## config.mk

```make
export PLATFORM = sky130hd
export DESIGN_NAME = irq_pend_ctrl
export DESIGN_NICKNAME = d
export VERILOG_FILES = /design/src/rtl/irq_pend_ctrl_pkg.sv /design/src/rtl/irq_prio_enc.sv /design/src/rtl/irq_pend_ctrl.sv
export SDC_FILE = /design/constraint.sdc
export NUM_CORES = 1
export LEC_CHECK = 0
export ABC_AREA = 1
export BUFFER_PORTS_ARGS = -buffer_cell sky130_fd_sc_hd__buf_2
export CORE_ASPECT_RATIO = 0.75
export CORE_MARGIN = 2
export CORE_UTILIZATION = 40
export CTS_CLUSTER_SIZE = 8
export DETAILED_ROUTE_END_ITERATION = 6
export HOLD_SLACK_MARGIN = 0.03
export PLACE_DENSITY = 0.6
export SLEW_MARGIN = 20
export SYNTH_ARGS = -nofsm -noshare
export SYNTH_HDL_FRONTEND = slang
export SYNTH_SLANG_ARGS = --single-unit
```

## constraint.sdc

```tcl
create_clock -name clk_i -period 4 [get_ports clk_i]
set_input_delay 0.4 -clock clk_i [delete_from_list [all_inputs] [get_ports clk_i]]
set_output_delay 0.4 -clock clk_i [all_outputs]
set_load 0.02 [all_outputs]
```

## src/rtl/irq_pend_ctrl_pkg.sv

```systemverilog
// rtl/irq_pend_ctrl_pkg.sv - shared types and defaults for the interrupt pending/arbitration stage
package irq_pend_ctrl_pkg;

  localparam int IRQ_NUM_POW_DEF = 4;

  typedef enum logic [1:0] {
    IDLE = 2'd0,
    REQ  = 2'd1,
    GAP  = 2'd2
  } irq_state_t;

endpackage

```

## src/rtl/irq_prio_enc.sv

```systemverilog
// rtl/irq_prio_enc.sv - combinational lowest-index-wins priority encoder
module irq_prio_enc
  import irq_pend_ctrl_pkg::*;
#(
  parameter int IRQ_NUM_POW = IRQ_NUM_POW_DEF
) (
  input  logic [(2**IRQ_NUM_POW)-1:0] req_vec,
  output logic [IRQ_NUM_POW-1:0]      idx,
  output logic                        valid
);

  localparam int N = 2**IRQ_NUM_POW;

  // Scan high to low so the last hit, the lowest set index, is what remains.
  always_comb begin
    idx   = '0;
    valid = 1'b0;
    for (int i = N - 1; i >= 0; i--) begin
      if (req_vec[i]) begin
        idx   = IRQ_NUM_POW'(i);
        valid = 1'b1;
      end
    end
  end

endmodule

```

## src/rtl/irq_pend_ctrl.sv

```systemverilog
// rtl/irq_pend_ctrl.sv - interrupt pending register and request/ack arbiter toward the core
// IRQ_PEND_CTRL_EDGE_DETECT_EN selects rising-edge external events; otherwise lines are level-sensitive.
module irq_pend_ctrl
  import irq_pend_ctrl_pkg::*;
#(
  parameter int IRQ_NUM_POW = IRQ_NUM_POW_DEF,
  parameter int TIMER_LINE  = 0
) (
  input  logic                          clk_i,
  input  logic                          rst_i,
  input  logic [(2**IRQ_NUM_POW)-1:0]   irq_en_bi,
  input  logic                          irq_timer_i,
  input  logic                          sgi_req_i,
  input  logic [IRQ_NUM_POW-1:0]        sgi_code_bi,
  input  logic [(2**IRQ_NUM_POW)-1:0]   irq_bi,
  output logic                          irq_req_o,
  output logic [IRQ_NUM_POW-1:0]        irq_code_bo,
  input  logic                          irq_ack_i,
  output logic [(2**IRQ_NUM_POW)-1:0]   irq_pend_bo
);

  localparam int N = 2**IRQ_NUM_POW;

  logic [N-1:0]           s1, s2;
  logic [N-1:0]           ext_set;
  logic [N-1:0]           set_vec;
  logic [N-1:0]           clr_vec;
  logic [N-1:0]           pend;
  logic [N-1:0]           cand;
  logic [IRQ_NUM_POW-1:0] win_idx;
  logic                   win_valid;
  irq_state_t             state;

  always_ff @(posedge clk_i or negedge rst_i) begin
    if (!rst_i) begin
      s1 <= '0;
      s2 <= '0;
    end else begin
      s1 <= irq_bi;
      s2 <= s1;
    end
  end

`ifdef IRQ_PEND_CTRL_EDGE_DETECT_EN
  logic [N-1:0] s3;

  always_ff @(posedge clk_i or negedge rst_i) begin
    if (!rst_i) begin
      s3 <= '0;
    end else begin
      s3 <= s2;
    end
  end

  assign ext_set = s2 & ~s3;
`else
  assign ext_set = s2;
`endif

  always_comb begin
    set_vec = ext_set;
    if (irq_timer_i) begin
      set_vec[TIMER_LINE] = 1'b1;
    end
    if (sgi_req_i) begin
      set_vec[sgi_code_bi] = 1'b1;
    end
  end

  always_comb begin
    clr_vec = '0;
    if (state == REQ && irq_ack_i) begin
      clr_vec[irq_code_bo] = 1'b1;
    end
  end

  // Sets are OR-ed in after the clear so a coincident event keeps the bit pending.
  always_ff @(posedge clk_i or negedge rst_i) begin
    if (!rst_i) begin
      pend <= '0;
    end else begin
      pend <= (pend & ~clr_vec) | set_vec;
    end
  end

  assign cand = pend & irq_en_bi;

  irq_prio_enc #(
    .IRQ_NUM_POW (IRQ_NUM_POW)
  ) u_prio_enc (
    .req_vec (cand),
    .idx     (win_idx),
    .valid   (win_valid)
  );

  always_ff @(posedge clk_i or negedge rst_i) begin
    if (!rst_i) begin
      state       <= IDLE;
      irq_req_o   <= 1'b0;
      irq_code_bo <= '0;
    end else begin
      case (state)
        IDLE: begin
          if (win_valid) begin
            irq_code_bo <= win_idx;
            irq_req_o   <= 1'b1;
            state       <= REQ;
          end
        end
        REQ: begin
          if (irq_ack_i) begin
            irq_req_o <= 1'b0;
            state     <= GAP;
          end
        end
        GAP: begin
          state <= IDLE;
        end
        default: begin
          irq_req_o <= 1'b0;
          state     <= IDLE;
        end
      endcase
    end
  end

  assign irq_pend_bo = pend;

endmodule

```

* After elaboration in Yosys (flattened, before gate mapping)
Index checks and enable logic that the tools add are counted.
Widths: inputs -> output; s select.
** Cells by class
- Magnitude comparators :: 4
- Eq/ne operators :: 4
- Multiplexer cells :: 45
- Bitwise gates (word level) :: 6
- Reduce and logical (&&, ||, !) cells :: 7
** Operator list (count)
- $mux 4 :: 16
- $and 16x16->16 :: 2
- $mux 16 :: 2
- $or 16x16->16 :: 2
- $mux 1 :: 21
- $not 16->16 :: 1
- $lt 4x5->1 const B :: 2
- $demux 1 s4 :: 2
- $ge 4x1->1 const B :: 2
- $mux 2 :: 2
- $pmux 2 s2 :: 1
- $reduce_and 2->1 :: 2
- $logic_and 1x1->1 :: 3
- $pmux 1 s3 :: 1
- $reduce_and 3->1 :: 1
- $eq 2x1->1 const B :: 1
- $eq 2x2->1 const B :: 1
- $logic_not 2->1 :: 1
- $ne 2x1->1 const B :: 1
- $ne 2x2->1 const B :: 1
- $not 1->1 :: 1
** Word-level totals
- Register bits :: 55
- Input port bits :: 41
- Output and inout bits :: 21
- Word-level logic and storage cells :: 72

* Depth between registers and ports, before layout
Gate-level depths: netlist of the first run.
- Depth after elaboration :: 19
- Depth in mapped cells :: 18
- Mapped depth without buffers :: 18

* Modules after synthesis
A second synthesis of the first run with hierarchy kept.
** Second synthesis, totals
- Cells, all modules :: 283
- Area total of the unflattened synthesis :: 2297.2 um^2
** Modules (own cells, without submodules)
- irq_pend_ctrl :: times used 1, cells an instance 234, area each 2088.3 um^2, sequential area each 1376.3 um^2
- irq_prio_enc :: times used 1, cells an instance 49, area each 209.0 um^2, sequential area each 0.0 um^2

* Worst setup path after synthesis of the first run
OpenSTA, ideal clock, no wires.
- Kind :: reg-to-reg
- From :: register pend[7], in the netlist irq_pend_bo[7]
- To :: register irq_code_bo[0]
- Library setup time :: 117 ps
- Arrival :: 1308 ps
- Required time :: 3883 ps
- Setup slack :: 2575 ps
- Cell stages (with the launch flop) :: 11
- Path buffers :: 0
- Clock period less this slack :: 1425 ps
- Cell sequence :: dfrtp_1 -> nand2_2 -> nand2_2 -> nor2_2 -> nand2_2 -> nor4b_4 -> nor2_2 -> clkinv_2 -> a21oi_1 -> nand2_1 -> nand2_1
** On the way
- Word-level cells in the longest chain between the ends :: 10
- Elaborated cells on any way between the ends :: 18
- Those cells by class :: mux (16); bitwise (1); reduce/logical (1)
** Ends and longest elaborated chain
- start, declared :: line irq_pend_ctrl.sv:28 : logic [N-1:0] pend;
- start signal, assigned :: line irq_pend_ctrl.sv:82 : pend <= (pend & ~clr_vec) | set_vec;
- $and 16x16->16 (*) :: line irq_pend_ctrl.sv:86 : assign cand = pend & irq_en_bi;
- $mux 1 (8 in series) :: line irq_prio_enc.sv:19 : if (req_vec[i]) begin
- $reduce_and 2->1 (no line)
- end signal, assigned :: line irq_pend_ctrl.sv:105 : irq_code_bo <= win_idx;
- end, declared :: line irq_pend_ctrl.sv:17 : output logic [IRQ_NUM_POW-1:0] irq_code_bo,
Every way passes the cells marked *; elsewhere a longest branch is shown, timed or not.
A chain may end at the register's enable or synchronous reset.

* Worst setup path after layout of the first run
- From :: register pend[1], in the netlist irq_pend_bo[1]
- To :: register irq_code_bo[0]
** On the way
- Word-level cells in the longest chain between the ends :: 4
- Elaborated cells on any way between the ends :: 6
- Those cells by class :: mux (4); bitwise (1); reduce/logical (1)
** Ends and longest elaborated chain (line)
- $and 16x16->16 (*) :: irq_pend_ctrl.sv:86
- $mux 1 (2 in series) :: irq_prio_enc.sv:19
- $reduce_and 2->1 (no line)
Marks and branches as above.

==> qor.txt, run 1 <==
Worst hold path type -> input port to async pin
Antenna diode instance count -> 0
Effective utilization at floorplan -> 42.05%
PwrDens -> 503.5 mW/mm^2
I/O pin cnt -> 62
Crit share post-route -> 36.74%
Most common cell after layout, fill and taps aside -> sky130_fd_sc_hd__buf_2
Achievable Freq -> 680.4 MHz
Worst slack at placement -> 2443 ps
Leakage power summed over all cells -> 1.219 nW
Number of buffers added by the clock tree synthesis step -> 5
Post-synthesis average cell area -> 10.16 sq um
Largest stage delay on the critical path -> 420 ps
CTS tree -> yes
Post-CTS Setup Inserts -> 0
Hold buffer count at CTS -> 0
Critical path arrival -> 1690 ps
Half-perimeter wire length after detailed placement -> 3295 um
Clock skew after layout -> 6.156 ps
Placeable core region -> 0.004955 sq mm
Site row count -> 22
Crit path kind -> flop to flop
Weighted congestion reported at the end of routability-driven placement -> 0.8600
DRC errors left -> 0
Longest Clk Path Bufs -> 2
Overall die width -> 87.33 um
Combined global-route utilization of all metal layers -> 15.76%
Number of H-tree branching levels -> 2
Vias per inst -> 4.760
Critical-path cell list -> nand2_1, nand2_1, nor2_2, nand2_2, nor4b_4, nor2_2, clkinv_2, a21oi_1, nand2_1, nand2_1
Post-placement cell count -> 326
Share of layout cells above drive strength 1 -> 30.29%
Area added between synthesis and finish -> 24.08%
Total nets after synthesis -> 246
Proportion of synthesized chip area in sequential cells -> 66.07%
Reg clk slew, reported paths -> 100 ps
Area share of the leading cell type in the synthesized netlist -> 66.07%
Latest clock arrival within the worst-skew pair -> 310 ps
CP required -> 4220 ps
Routed Antenna Nets -> 0
Number of buffers and inverters on the critical path -> 1
Least-Margin Pin Slew -> 650.1 ps
Routed WL -> 4197 um
Die Height -> 66.50 um
Highest-count cells in the layout ignoring fill and taps -> sky130_fd_sc_hd__buf_2 (61), sky130_fd_sc_hd__nand2_1 (58), sky130_fd_sc_hd__dfrtp_1 (55)
Die area -> 0.005807 sq mm
Sum of negative setup slack -> 0 ps
Number of antenna violations at the first check in global routing -> 0
Cell family with the largest share of critical-path delay -> simple AND/OR/NAND/NOR gates
Pin count of the biggest net entering global routing -> 56
Most used cell along the critical path -> sky130_fd_sc_hd__nand2_1
# nets final -> 314
Count of routing violations after the opening detailed-route iteration -> 70
Unrepaired setup endpoints after global routing -> false
Status -> complete, no violations
Post-synth design cell area -> 0.002083 sq mm
Max transition margin -> 56.66%
Number of maximum-capacitance constraint violations -> 0
Total congestion overflow -> 0
Synth top area cells -> sky130_fd_sc_hd__dfrtp_1 (66%), sky130_fd_sc_hd__nand2_1 (10%), sky130_fd_sc_hd__o21ai_0 (4.6%)
Yosys warning count -> 0
Final worst slack -> 2530 ps
TritonRoute pass-1 iters -> 4
Library cell occupying the most area in the post-synthesis netlist -> sky130_fd_sc_hd__dfrtp_1
Flip-flop and latch count after synthesis -> 55
Global-route wire length before repair -> 6672 um
Maximum vdd drop -> 0.2277 mV
CTS root buf -> sky130_fd_sc_hd__clkbuf_8
Port Buffers -> 61
Critical Path Source Type -> flop
Cell count after synthesis -> 205
Number of clock sinks -> 55
Setup violation total in the final timing report -> 0
Worst-path fanout max -> 5
Final non-filler cell total -> 334
Slew Limit Fails -> 0
Final routed wire length divided by cell count -> 12.57 um
Vias after detailed routing -> 1590
Unique cell type count in the Yosys netlist -> 18
Final min period -> 1470 ps
Via count of the first global-routing pass -> 1436
Type of element capturing the critical path -> flop
PostCTS Resize Cnt -> 0
Final Hold Vio Count -> 0
Cell with the biggest individual delay on the critical path -> sky130_fd_sc_hd__dfrtp_1
[stage by stage]
step	power, mW	hold slack [ps]	utilization, %	cell area (sq um)
after detailed placement	0.9332	334.7	49.77	2466
after CTS	1.316	173.4	52.17	2585
final	1.302	185.2	52.17	2585
after global routing	1.379	155.6	52.17	2585
after global placement	0.9299	333.0	49.77	2466
after floorplan	0.8250	104.4	-	2083
[report_power, final]
part	switching, mW	leakage, nW	internal (mW)
logic	0.179	0.557	0.0882
registers	0.0449	0.601	0.608
clock network	0.189	0.0607	0.193
total	0.412	1.22	0.889
[cell type report]
cell class              instances  area (sq um)
clock inverters                 3         50.05
well taps                      60         75.07
inverters                      16         61.31
fillers                       488          2370
clock buffers                   5         68.82
multi-input cells             133         640.6
flip-flops and latches         55          1376
repair buffers                 62         312.8
[layer usage]
layer / vias up / GRT usage [%] / wire [um]
met1: 714 / 21.42 / 2008
met3: 12 / 5.824 / 335
met2: 57 / 22.44 / 1751
met4: 0 / 7.115 / 102
met5: - / 0 / 0
li1: 807 / - / -
[cell usage after synthesis]
master                     number
sky130_fd_sc_hd__dfrtp_1       55
sky130_fd_sc_hd__nor3b_4        1
sky130_fd_sc_hd__nor4b_4        1
sky130_fd_sc_hd__nor3_1         2
sky130_fd_sc_hd__o31ai_1        2
sky130_fd_sc_hd__inv_1         15
sky130_fd_sc_hd__nand2_2        7
sky130_fd_sc_hd__o21ai_0       19
sky130_fd_sc_hd__o22ai_1        1
sky130_fd_sc_hd__nand2_1       58
sky130_fd_sc_hd__clkinv_2       1
sky130_fd_sc_hd__a21oi_1        7
sky130_fd_sc_hd__nor2_1        15
sky130_fd_sc_hd__a22oi_1        1
sky130_fd_sc_hd__nand3_1        6
sky130_fd_sc_hd__buf_2          1
sky130_fd_sc_hd__a31oi_1       10
sky130_fd_sc_hd__nor2_2         3
[state kept, by name, summed over array words and instances (netlist names)]
signal	flops
ext_set	16
irq_pend_bo	16
s1	16
irq_code_bo	4
state	2
irq_req_o	1
[worst paths after layout]
check                               startpoint        endpoint  slack, ps  cells past startpoint
worst max-delay path            irq_pend_bo[1]  irq_code_bo[0]       2530                     10
worst min-delay path                     rst_i  irq_pend_bo[0]        190                      2
worst max register to register  irq_pend_bo[1]  irq_code_bo[0]       2530                     10
worst min register to register           s1[2]      ext_set[2]        350                      0
max in group asynchronous                rst_i     ext_set[14]       3380                      2
min in group clk_i                   irq_bi[0]           s1[0]        190                      1
[cells by family (layout without fill, tap and decap cells)]
family                 after synthesis  after routing  share of synthesized area, %
and+or+nand+nor                     93             93                         20.12
buffers and inverters               17             86                         3.183
DFF                                 55             55                         66.07
AOI/OAI and AO/OA                   40             40                         10.63
Note: power is estimated with default switching activity, not from simulation.
==> run 2: changes to the inputs <==
ABC_AREA = 0   (was 1)
PLACE_DENSITY = 0.63   (was 0.6)
clock period = 1.3 ns   (was 4 ns; I/O delays follow)
==> run 2 against run 1 <==
Net effect:
- final cell count up 10%
- maximum frequency rose by 1.0%
- largest power group unchanged
- setup slack worse by 2700 ps
- die area increased by 1.7%
- worst hold slack worse by 130 ps
- non-clock buffer count is 52 higher
- first-iteration DRC count increased by 21%
- synthesized cell count down 14%
- sequential share of layout area down 9.6 points
- clock power grew to 2.6 times the previous value
- total power increased to 3.3 times the previous value
- the run now ends with negative setup slack left
==> qor.txt, run 2 <==
Status -> finished, violations left
Violated checks -> negative setup slack
Maximum vdd drop -> 0.9049 mV
Die area -> 0.005907 sq mm
Final worst slack -> -154.8 ps
Final Util -> 63.54%
Ys flop type -> sky130_fd_sc_hd__dfrtp_1
R2R cell count -> 5
Routed Antenna Nets -> 0
Cell with the biggest individual delay on the critical path -> sky130_fd_sc_hd__dfrtp_1
Placeable core region -> 0.005010 sq mm
Total congestion overflow -> 0
Most common cell in the netlist -> sky130_fd_sc_hd__dfrtp_1
Weighted congestion reported at the end of routability-driven placement -> 0.8432
Number of maximum-capacitance constraint violations -> 0
Half-perimeter wire length after detailed placement -> 3932 um
Most used cell along the critical path -> sky130_fd_sc_hd__a22o_1
Number of gates on the worst path with buffers counted -> 5
Clock skew after layout -> 9.348 ps
Via count of the first global-routing pass -> 1744
CTS root buf -> sky130_fd_sc_hd__clkbuf_8
Slew Limit Fails -> 0
Combined global-route utilization of all metal layers -> 18.68%
Area fraction in and, or, nand and nor cells after synthesis -> 14.75%
Final non-filler cell total -> 368
Worst-path fanout max -> 3
Top cells by instance count after synthesis -> sky130_fd_sc_hd__dfrtp_1 (55), sky130_fd_sc_hd__nand2_1 (32), sky130_fd_sc_hd__o21ai_0 (11), sky130_fd_sc_hd__a21oi_1 (10), sky130_fd_sc_hd__nor2_1 (7)
Pin count of the biggest net entering global routing -> 56
Post-synthesis average cell area -> 12.05 sq um
Antenna diode instance count -> 0
Port Buffers -> 61
Die Height -> 67.06 um
Final routed wire length divided by cell count -> 14.16 um
Crit share post-route -> 111.9%
Dominant combinational cell family by area after synthesis -> compound AO/OA/AOI/OAI gates
Yosys warning count -> 0
Number of H-tree branching levels -> 2
Number of antenna violations at the first check in global routing -> 0
Max transition margin -> 73.32%
Global-route wire length before repair -> 8190 um
Post-Synth Adder-Cell Area -> 0%
CP required -> 1520 ps
Area share of the leading cell type in the synthesized netlist -> 64.90%
Share of layout cells above drive strength 1 -> 46.96%
Site row count -> 22
Total nets after synthesis -> 217
CTS tree -> yes
Area added between synthesis and finish -> 50.09%
Critical-path cell list -> buf_4, a32o_1, a22o_1, a22o_1, o31ai_1
Effective utilization at floorplan -> 42.33%
Number of clock sinks -> 55
Vias per inst -> 4.848
Overall die width -> 88.08 um
Largest stage delay on the critical path -> 430 ps
Post-synthesis mux area share -> 0%
Proportion of synthesized chip area in sequential cells -> 64.90%
Overall power consumption -> 4.317 mW
Leakage power summed over all cells -> 1.402 nW
DRC errors left -> 0
Unrepaired setup endpoints after global routing -> true
Synth top area cells -> sky130_fd_sc_hd__dfrtp_1 (65%), sky130_fd_sc_hd__nand2_1 (5.7%), sky130_fd_sc_hd__o21ai_0 (2.6%)
Final min period -> 1455 ps
Critical Path Source Type -> flop
Library cell occupying the most area in the post-synthesis netlist -> sky130_fd_sc_hd__dfrtp_1
Achievable Freq -> 687.4 MHz
Final Hold Vio Count -> 0
Count of routing violations after the opening detailed-route iteration -> 85
FFs w/ async S/R, synth -> 100.0%
# nets final -> 336
I/O pin cnt -> 62
Post-synth EDFFs -> 0
Critical path arrival -> 1680 ps
Cell family with the largest share of critical-path delay -> compound AO/OA/AOI/OAI gates
Post-synth design cell area -> 0.002121 sq mm
Xor/xnor cell area share of the yosys netlist -> 0%
Worst hold path type -> input port to flop
Cell count after synthesis -> 176
Vias after detailed routing -> 1784
Highest-count cells in the layout ignoring fill and taps -> sky130_fd_sc_hd__buf_2 (61), sky130_fd_sc_hd__dfrtp_1 (45), sky130_fd_sc_hd__buf_4 (34)
Setup violation total in the final timing report -> 12
Synthesized-area fraction occupied by ao, oa, aoi and oai cells -> 19.47%
Latest clock arrival within the worst-skew pair -> 310 ps
Type of element capturing the critical path -> flop
Post-placement cell count -> 340
Routed WL -> 5212 um
TritonRoute pass-1 iters -> 4
Worst hold path cell count -> 3
Flip-flop and latch count after synthesis -> 55
Number of buffers added by the clock tree synthesis step -> 5
Crit path kind -> flop to flop
Number of buffers and inverters on the critical path -> 1
Most common cell after layout, fill and taps aside -> sky130_fd_sc_hd__buf_2
Worst slack at placement -> -156.9 ps
Unique cell type count in the Yosys netlist -> 32
Least-Margin Pin Slew -> 397.5 ps
Longest Clk Path Bufs -> 2
Reg clk slew, reported paths -> 100 ps
PwrDens -> 1356 mW/mm^2
run 2: cell count changes after synthesis, moves of 4 or more:
| cell | before | now |
|---|---|---|
| sky130_fd_sc_hd__a221o_1 | 0 | 5 |
| sky130_fd_sc_hd__nand2_2 | 7 | 0 |
| sky130_fd_sc_hd__inv_1 | 15 | 3 |
| sky130_fd_sc_hd__and3_1 | 0 | 4 |
| sky130_fd_sc_hd__nand2b_1 | 0 | 4 |
| sky130_fd_sc_hd__nor2_1 | 15 | 7 |
| sky130_fd_sc_hd__nand2_1 | 58 | 32 |
| sky130_fd_sc_hd__a22o_1 | 0 | 4 |
| sky130_fd_sc_hd__o21ai_0 | 19 | 11 |
| sky130_fd_sc_hd__a31oi_1 | 10 | 3 |
| sky130_fd_sc_hd__nor2b_1 | 0 | 5 |
run 2: repair_timing:
item,4_1_cts,5_1_grt
gates resized for setup,9,20
pin swaps,11,11
gates cloned,0,0
buffers inserted,1,2
endpoints found under the hold margin,71,0
setup endpoints to repair,19,23
hold buffers,17,0
run 2: metrics by stage:
step	TNS [ps]	hold WS (ps)	cell area (sq um)
after floorplan	-1379	-165.6	2163
after global placement	-1225	142.1	2806
after detailed placement	-1505	145.4	2806
after CTS	-1173	46.07	3120
after global routing	-1981	39.95	3183
final	-1026	54.26	3183
run 2: area by class of cell:
type	count	area [sq um]
multi-input cells	116	828.3
clock inverters	2	20.02
fillers	434	1827
repair buffers	114	762.0
inverters	3	11.26
clock buffers	6	82.58
flip-flops and latches	55	1389
well taps	72	90.09
run 2: logic make-up after synthesis:
kind of cell | after synthesis
AOI/OAI and AO/OA | 52
DFF | 55
buffers and inverters | 5
and+or+nand+nor | 64
run 2: routing by layer:
| layer | share of wire [%] | track usage, % | up-vias |
|---|---|---|---|
| li1 | - | - | 881 |
| met1 | 47 | 26.20 | 856 |
| met2 | 48 | 29.83 | 43 |
| met3 | 4.9 | 4.337 | 4 |
| met4 | 0.52 | 3.977 | 0 |
| met5 | 0 | 0 | - |
run 2: where the power goes:
part           internal (mW)  switching, mW
combinational          0.605          0.675
clock                  0.449          0.560
sequential              1.88          0.147
total                   2.93           1.38
run 2: worst min-delay path: stages:
cell	delay, ps
sky130_fd_sc_hd__buf_2	90
sky130_fd_sc_hd__a311oi_1	60
sky130_fd_sc_hd__nand2_1	60
run 2: final timing paths:
path | startpoint | end | slack, ps
max in group asynchronous | rst_i | irq_pend_bo[10] | 700
min in group asynchronous | rst_i | s1[1] | 340
setup / recovery | irq_pend_bo[6] | irq_code_bo[0] | -150
hold / removal | irq_timer_i | irq_pend_bo[0] | 50
setup reg to reg | irq_pend_bo[6] | irq_code_bo[0] | -150
hold reg to reg | s1[14] | ext_set[14] | 360
